`src/rtl/instruction_fetch.sv`:
```
// Fetch stage: issues one instruction-memory request at a time from the current PC,
// queues returned instructions with their PCs for decode, and handles redirect flushes.
module instruction_fetch #(
    parameter int unsigned ADDR_WIDTH  = 32,
    parameter int unsigned DATA_WIDTH  = 32,
    parameter int unsigned QUEUE_DEPTH = 2
) (
    input  logic                  clk,
    input  logic                  rst,
    input  logic [ADDR_WIDTH-1:0] pc_in,
    output logic                  pc_write,
    output logic [ADDR_WIDTH-1:0] next_pc,
    output logic                  imem_req_valid,
    input  logic                  imem_req_ready,
    output logic [ADDR_WIDTH-1:0] imem_req_addr,
    input  logic                  imem_resp_valid,
    input  logic [DATA_WIDTH-1:0] imem_resp_data,
    input  logic                  redirect_valid,
    input  logic [ADDR_WIDTH-1:0] redirect_pc,
    output logic                  if_valid,
    input  logic                  if_ready,
    output logic [DATA_WIDTH-1:0] if_instr,
    output logic [ADDR_WIDTH-1:0] if_pc
);

    localparam int unsigned PTR_W = (QUEUE_DEPTH > 1) ? $clog2(QUEUE_DEPTH) : 1;
    localparam int unsigned CNT_W = PTR_W + 1;

    typedef enum logic [1:0] {
        S_REQ  = 2'd0,
        S_WAIT = 2'd1,
        S_DROP = 2'd2
    } state_t;

    state_t                state;
    state_t                state_nxt;
    logic [CNT_W-1:0]      count;
    logic [PTR_W-1:0]      wr_ptr;
    logic [PTR_W-1:0]      rd_ptr;
    logic [DATA_WIDTH-1:0] instr_q [QUEUE_DEPTH];
    logic [ADDR_WIDTH-1:0] pc_q    [QUEUE_DEPTH];
    logic [ADDR_WIDTH-1:0] req_pc;
    logic                  handshake;
    logic                  push;
    logic                  pop;
    logic                  unused_redirect_lsbs;

    // Redirect targets are word aligned; the low bits are deliberately ignored.
    assign unused_redirect_lsbs = ^redirect_pc[1:0];

    assign imem_req_addr = pc_in;
    assign if_valid      = (count != '0);
    assign if_instr      = instr_q[rd_ptr];
    assign if_pc         = pc_q[rd_ptr];

    // State register.
    always_ff @(posedge clk) begin
        if (rst) begin
            state <= S_REQ;
        end else begin
            state <= state_nxt;
        end
    end

    // Next-state logic; redirect takes priority, and a response in the same cycle retires it.
    always_comb begin
        state_nxt = state;
        if (redirect_valid) begin
            case (state)
                S_WAIT:  state_nxt = imem_resp_valid ? S_REQ : S_DROP;
                S_DROP:  state_nxt = imem_resp_valid ? S_REQ : S_DROP;
                default: state_nxt = S_REQ;
            endcase
        end else begin
            case (state)
                S_REQ:   state_nxt = handshake ? S_WAIT : S_REQ;
                S_WAIT:  state_nxt = imem_resp_valid ? S_REQ : S_WAIT;
                S_DROP:  state_nxt = imem_resp_valid ? S_REQ : S_DROP;
                default: state_nxt = S_REQ;
            endcase
        end
    end

    // Output logic: request gating, PC update and queue push/pop strobes.
    always_comb begin
        imem_req_valid = 1'b0;
        handshake      = 1'b0;
        pc_write       = 1'b0;
        next_pc        = '0;
        push           = 1'b0;
        pop            = 1'b0;
        if (!rst) begin
            if (redirect_valid) begin
                pc_write = 1'b1;
                next_pc  = {redirect_pc[ADDR_WIDTH-1:2], 2'b00};
            end else begin
                // In REQ nothing is in flight, so a free slot guarantees room for the response.
                imem_req_valid = (state == S_REQ) && (count < CNT_W'(QUEUE_DEPTH));
                handshake      = imem_req_valid && imem_req_ready;
                if (handshake) begin
                    pc_write = 1'b1;
                    next_pc  = pc_in + ADDR_WIDTH'(4);
                end
                push = (state == S_WAIT) && imem_resp_valid;
                pop  = if_valid && if_ready;
            end
        end
    end

    // Fetch queue and outstanding-request PC.
    always_ff @(posedge clk) begin
        if (rst) begin
            count  <= '0;
            wr_ptr <= '0;
            rd_ptr <= '0;
            req_pc <= '0;
            for (int i = 0; i < int'(QUEUE_DEPTH); i++) begin
                instr_q[i] <= '0;
                pc_q[i]    <= '0;
            end
        end else if (redirect_valid) begin
            count  <= '0;
            wr_ptr <= '0;
            rd_ptr <= '0;
        end else begin
            if (handshake) begin
                req_pc <= pc_in;
            end
            if (push) begin
                instr_q[wr_ptr] <= imem_resp_data;
                pc_q[wr_ptr]    <= req_pc;
                wr_ptr          <= wr_ptr + 1'b1;
            end
            if (pop) begin
                rd_ptr <= rd_ptr + 1'b1;
            end
            case ({push, pop})
                2'b10:   count <= count + 1'b1;
                2'b01:   count <= count - 1'b1;
                default: count <= count;
            endcase
        end
    end

endmodule

```
`config.mk`:
```
export PLATFORM = sky130hd
export DESIGN_NAME = instruction_fetch
export DESIGN_NICKNAME = d
export VERILOG_FILES = /design/src/rtl/instruction_fetch.sv
export SDC_FILE = /design/constraint.sdc
export NUM_CORES = 1
export LEC_CHECK = 0
export CORE_MARGIN = 8
export CORE_UTILIZATION = 43
export CTS_CLUSTER_DIAMETER = 30
export DETAILED_ROUTE_END_ITERATION = 7
export PLACE_DENSITY = 0.76
export REMOVE_ABC_BUFFERS = 1
export SYNTH_ARGS = -nofsm -noshare
export SYNTH_HDL_FRONTEND = slang
export SYNTH_SLANG_ARGS = --single-unit
```
`constraint.sdc`:
```
create_clock -name clk -period 2.1 [get_ports clk]
set_input_delay 0.21 -clock clk [delete_from_list [all_inputs] [get_ports clk]]
set_output_delay 0.21 -clock clk [all_outputs]
set_load 0.005 [all_outputs]
```
Word level (Yosys, flattened, before mapping)
Memory sizes are Yosys's and may differ from the RTL's. A register that Yosys moved wholly into a read port is not among the register bits.
Index checks and enable logic that the tools add are counted.
{"block": "totals", "output_inout_bits": 131, "elab_cells": 67, "reg_bits": 38, "in_bits": 102, "n_memories": 2, "mem_bits_rw": 128}
{"block": "classes", "reduce_logical": 12, "bitwise_logic": 1, "n_mux": 37, "addsub": 5, "n_lt_le_gt_ge": 1, "n_eq_ne": 4}
{"name": "instr_q", "words": 2, "word_bits": 32, "rd": 1, "rd_ports_with_merged_regs": 1, "wr": 2, "line": "40", "text": "logic [DATA_WIDTH-1:0] instr_q [QUEUE_DEPTH];"}
{"name": "pc_q", "words": 2, "word_bits": 32, "rd": 1, "rd_ports_with_merged_regs": 1, "wr": 2, "line": "41", "text": "logic [ADDR_WIDTH-1:0] pc_q [QUEUE_DEPTH];"}
{"op": "$mux W32", "n": 5}
{"op": "$reduce_or A32 Y1", "n": 2}
{"op": "$add A32 B3 Y32 const B", "n": 1}
{"op": "$mux W1", "n": 27}
{"op": "$mux W2", "n": 3}
{"op": "$pmux W2 S3", "n": 1}
{"op": "$eq A2 B1 Y1 const B", "n": 2}
{"op": "$eq A2 B2 Y1 const B", "n": 2}
{"op": "$logic_and A1 B1 Y1", "n": 4}
{"op": "$pmux W2 S2", "n": 1}
{"op": "$reduce_bool A2 Y1", "n": 2}
{"op": "$reduce_or A2 Y1", "n": 2}
{"op": "$add A1 B1 Y1 const B", "n": 2}
{"op": "$add A2 B1 Y2 const B", "n": 1}
{"op": "$logic_not A2 Y1", "n": 1}
{"op": "$lt A2 B2 Y1 const B", "n": 1}
{"op": "$reduce_and A2 Y1", "n": 1}
{"op": "$sub A2 B1 Y2 const B", "n": 1}
{"op": "$not A1 Y1", "n": 1}

Depth between registers and ports, before layout
{"block": "logic_depth", "ltp_word": 10, "ltp_mapped": 7, "mapped_depth_nobuf": 7}

Worst setup path before layout
No wires, ideal clock.
{"block": "synth_path", "kind": "register -> register", "startpoint": "register state[1]", "endpoint": "memory instr_q[0][0] (enable)", "stages_incl_launch_ff": 7, "path_buffers": 1, "setup_time_ns": 0.394, "period_less_slack_ns": 2.225, "setup_slack_ns": -0.125, "arrival_ns": 1.831, "t_required_ns": 1.706, "path_cell_list": "dfxtp_1 inv_1 ha_1 nand3_1 nor2_1 clkbuf_2 or2_2"}
{"item": "start: declaration", "line": "35", "text": "state_t state;"}
{"item": "start signal: assignment", "line": "61", "text": "state <= state_nxt;"}
{"item": "end: declaration", "line": "40"}

==> results.py <==
metrics = {
    "status": {
        "outcome": "finished, final reports clean",
    },
    "critical_path": {
        "cp.required_ns": 1.89,
        "r2r_cells": 7,
        "arrival_ns": 1.83,
        "r2r-end": "instr_q[0][27]",
        "r2r_setup_slack_ns": 0.31,
        "r2r_start": "state[0]",
        "critPathKind": "flop to output pin",
        "path_max_fanout": 8,
        "crit_path_end_kind": "output pin",
        "critPathLaunchType": "flop",
    },
    "clock_tree": {
        "cts_root_buffer": "clkbuf_16",
        "clk_pin_slew_ns": 0.07,
        "h-tree-depth": 4,
        "cts_tree": "yes",
        "cts_num_sinks": 167,
        "clockBufferDepth": 2,
        "cts_hold_buffers": 0,
        "cts_buffers": 17,
        "clk_latency_ns": 0.42,
    },
    "min_path": {
        "holdCritPathClass": "input port to flop",
        "hold_end": "req_pc[7]",
        "holdPathStages": 3,
        "min_from": "pc_in[7]",
    },
    "floorplan": {
        "core_area_sq_mm": 0.0186,
        "initial_core_util_pct": 43.5,
        "die_w_um": 153,
        "rows": 50,
        "dieHeight_um": 153,
        "die-area_sq_mm": 0.0234,
        "boundaryPins": 233,
    },
    "grt": {
        "grt_usage_pct": 19.4,
        "grt_max_degree": 46,
        "grt_antenna_before_repair": 1,
        "grt_pass1_wl_mm": 35.5,
        "grt_pass1_vias": 6435,
        "grt.overflow.total": 0,
    },
    "routing": {
        "dr.pass1.iters": 4,
        "totalWireLength_mm": 23.1,
        "avgRoutedWirePerCell_um": 18.7,
        "first_iter_violations": 234,
        "drc_errors": 0,
        "ant_nets": 0,
        "routed-via-count": 6140,
        "viasPerCell": 4.99,
    },
    "timing": {
        "finalCritPeriodShare_pct": 97.2,
        "fmaxAchievable_mhz": 490,
        "hold_viol_final": 0,
        "worst_pin_slew_ns": 0.469,
        "setup_viol": 0,
        "tns_ns": 0,
        "fin_worst_skew_ns": 0.00935,
        "drv_slew": 0,
        "worst_slack_ns": 0.0588,
        "rsz0062_at_grt": "true",
        "slew_headroom_pct": 68.7,
        "period_needed_ns": 2.04,
    },
    "power": {
        "p_per_area_mw_per_mm2": 652,
        "worst_ir_drop_vdd_mv": 0.510,
        "p_leak_nw": 5.08,
    },
    "logic_synthesis": {
        "synth_area_sq_mm": 0.00808,
        "netlist_instances": 711,
        "yosysWarningCount": 0,
        "synth.distinct_cells": 36,
        "synth_area_per_cell_sq_um": 11.4,
        "ys_ff_latch": 167,
        "synth_seq_area_share_pct": 57.2,
    },
    "final_layout": {
        "nNetsFinal": 1092,
        "num_antenna_cells": 0,
        "final_cells": 1231,
        "layout_commonest_cell": "and2_1",
        "area_growth_syn_to_layout_pct": 47.9,
        "fillCellCount": 1461,
        "post_route_cells_drive_above_1_share_pct": 27.0,
        "mostFrequentLayoutCells": "and2_1, clkdlybuf4s50_1, edfxtp_1, nand2_1, buf_4",
    },
    "placement": {
        "preCtsSetupSlack_ns": -0.628,
        "portBuffers": 230,
        "dpl.hpwl_mm": 16.3,
        "place_congestion": 0.798,
        "dp_cells": 1184,
    },
    "flow_run": {
        "drv_cap": 0,
    },
}
[per-stage QoR]
step | util, % | hold WS [ns] | total power (W) | instance area (sq um)
floorplan | - | 0.279 | 0.00400 | 7670
finish | 64.3 | 0.132 | 0.00779 | 12000
detailed placement | 59.5 | 0.453 | 0.00471 | 11100
CTS | 63.0 | 0.179 | 0.00784 | 11700
global route | 64.3 | 0.123 | 0.00806 | 12000
global placement | 59.5 | 0.445 | 0.00469 | 11100
[per-layer routing]
| layer | track usage [%] | share of wire, % | vias to the layer above |
|---|---|---|---|
| li1 | - | - | 2961 |
| met1 | 22.6 | 42 | 2959 |
| met2 | 34.0 | 50 | 188 |
| met3 | 5.36 | 6.2 | 30 |
| met4 | 6.17 | 1.9 | 2 |
| met5 | 0 | 0.052 | - |
[Yosys cell counts]
library cell	n	area share, %
a211oi_1	1	0.093
a21oi_1	35	2.2
a22o_1	1	0.11
and2_1	131	10
and3_1	3	0.23
and3_2	1	0.093
buf_1	1	0.046
buf_2	6	0.37
buf_4	32	3.0
buf_6	3	0.42
clkbuf_1	26	1.2
clkbuf_2	2	0.12
dfxtp_1	39	9.7
edfxtp_1	128	48
ha_1	6	0.93
inv_1	5	0.23
mux2_2	64	8.9
nand2_1	102	4.7
nand2b_1	2	0.15
nand3_1	18	1.1
nand3_2	1	0.12
nand3b_1	1	0.093
nand4_1	9	0.70
nor2_1	17	0.79
nor3_1	5	0.31
nor3_4	1	0.20
nor3b_1	2	0.19
nor4_4	1	0.26
o21ai_0	17	1.1
o21ai_1	7	0.43
o21ai_2	6	0.65
or2_1	2	0.15
or2_2	3	0.23
or3_1	1	0.077
xnor2_1	7	0.76
xor2_1	25	2.7
[critical path, stage by stage, from the launching register on]
cell and delay (ns):
dfxtp_4 0.46, buf_8 0.16, mux2_2 0.33, clkdlybuf4s50_1 0.46
[repair_timing]
action,in CTS,in global routing
buffers inserted,8,3
setup endpoints to repair,91,61
cloned,2,2
resized for setup,194,68
pin swaps,6,2
[kinds of logic (layout without fill, tap and decap cells)]
| group | after synthesis | count (layout) | synth area share [%] |
|---|---|---|---|
| compound gates | 67 | 67 | 4.50 |
| mux | 64 | 64 | 8.92 |
| buf+inv | 75 | 361 | 5.37 |
| simple gates | 300 | 300 | 19.6 |
| flops | 167 | 167 | 57.2 |
| xor+xnor | 32 | 32 | 3.47 |
| fa+ha+maj | 6 | 6 | 0.929 |
[area by class of cell]
| type | count | area [sq um] | area share [%] |
|---|---|---|---|
| clock inverter | 14 | 173 | 1.44 |
| tap | 234 | 293 | 2.45 |
| sequential | 167 | 4630 | 38.7 |
| clock buffer | 18 | 429 | 3.59 |
| timing repair buffer | 324 | 3200 | 26.8 |
| multi-input combinational | 469 | 3210 | 26.8 |
| inverter | 5 | 18.8 | 0.157 |
[how the worst max path moves through the flow]
stage,to,slack (ns),from
final,if_instr[25],0.06,flop
after global routing,next_pc[13],-0.03,state[1]
after CTS,if_pc[16],-0.001,flop
after detailed placement,next_pc[18],-0.63,pc_in[2]
after global placement,next_pc[18],-0.60,pc_in[2]
after floorplan,instr_q[0][0],-1.30,state[1]
[state kept, by name, indices dropped and copies added, names as in the netlist, named ones only]
register	cells
pc_q	64
instr_q	64
rd_ptr	1
req_pc	32
wr_ptr	1
state	2
count	2
[power by group]
part           switching [W]  leakage, nW  total (W)  internal, W
sequential         0.0000393         1.65    0.00370      0.00366
combinational       0.000402         3.14   0.000918     0.000516
clock                0.00129        0.288    0.00317      0.00188
total                0.00173         5.08    0.00779      0.00606
No activity file was read; power rests on OpenSTA's default activity.
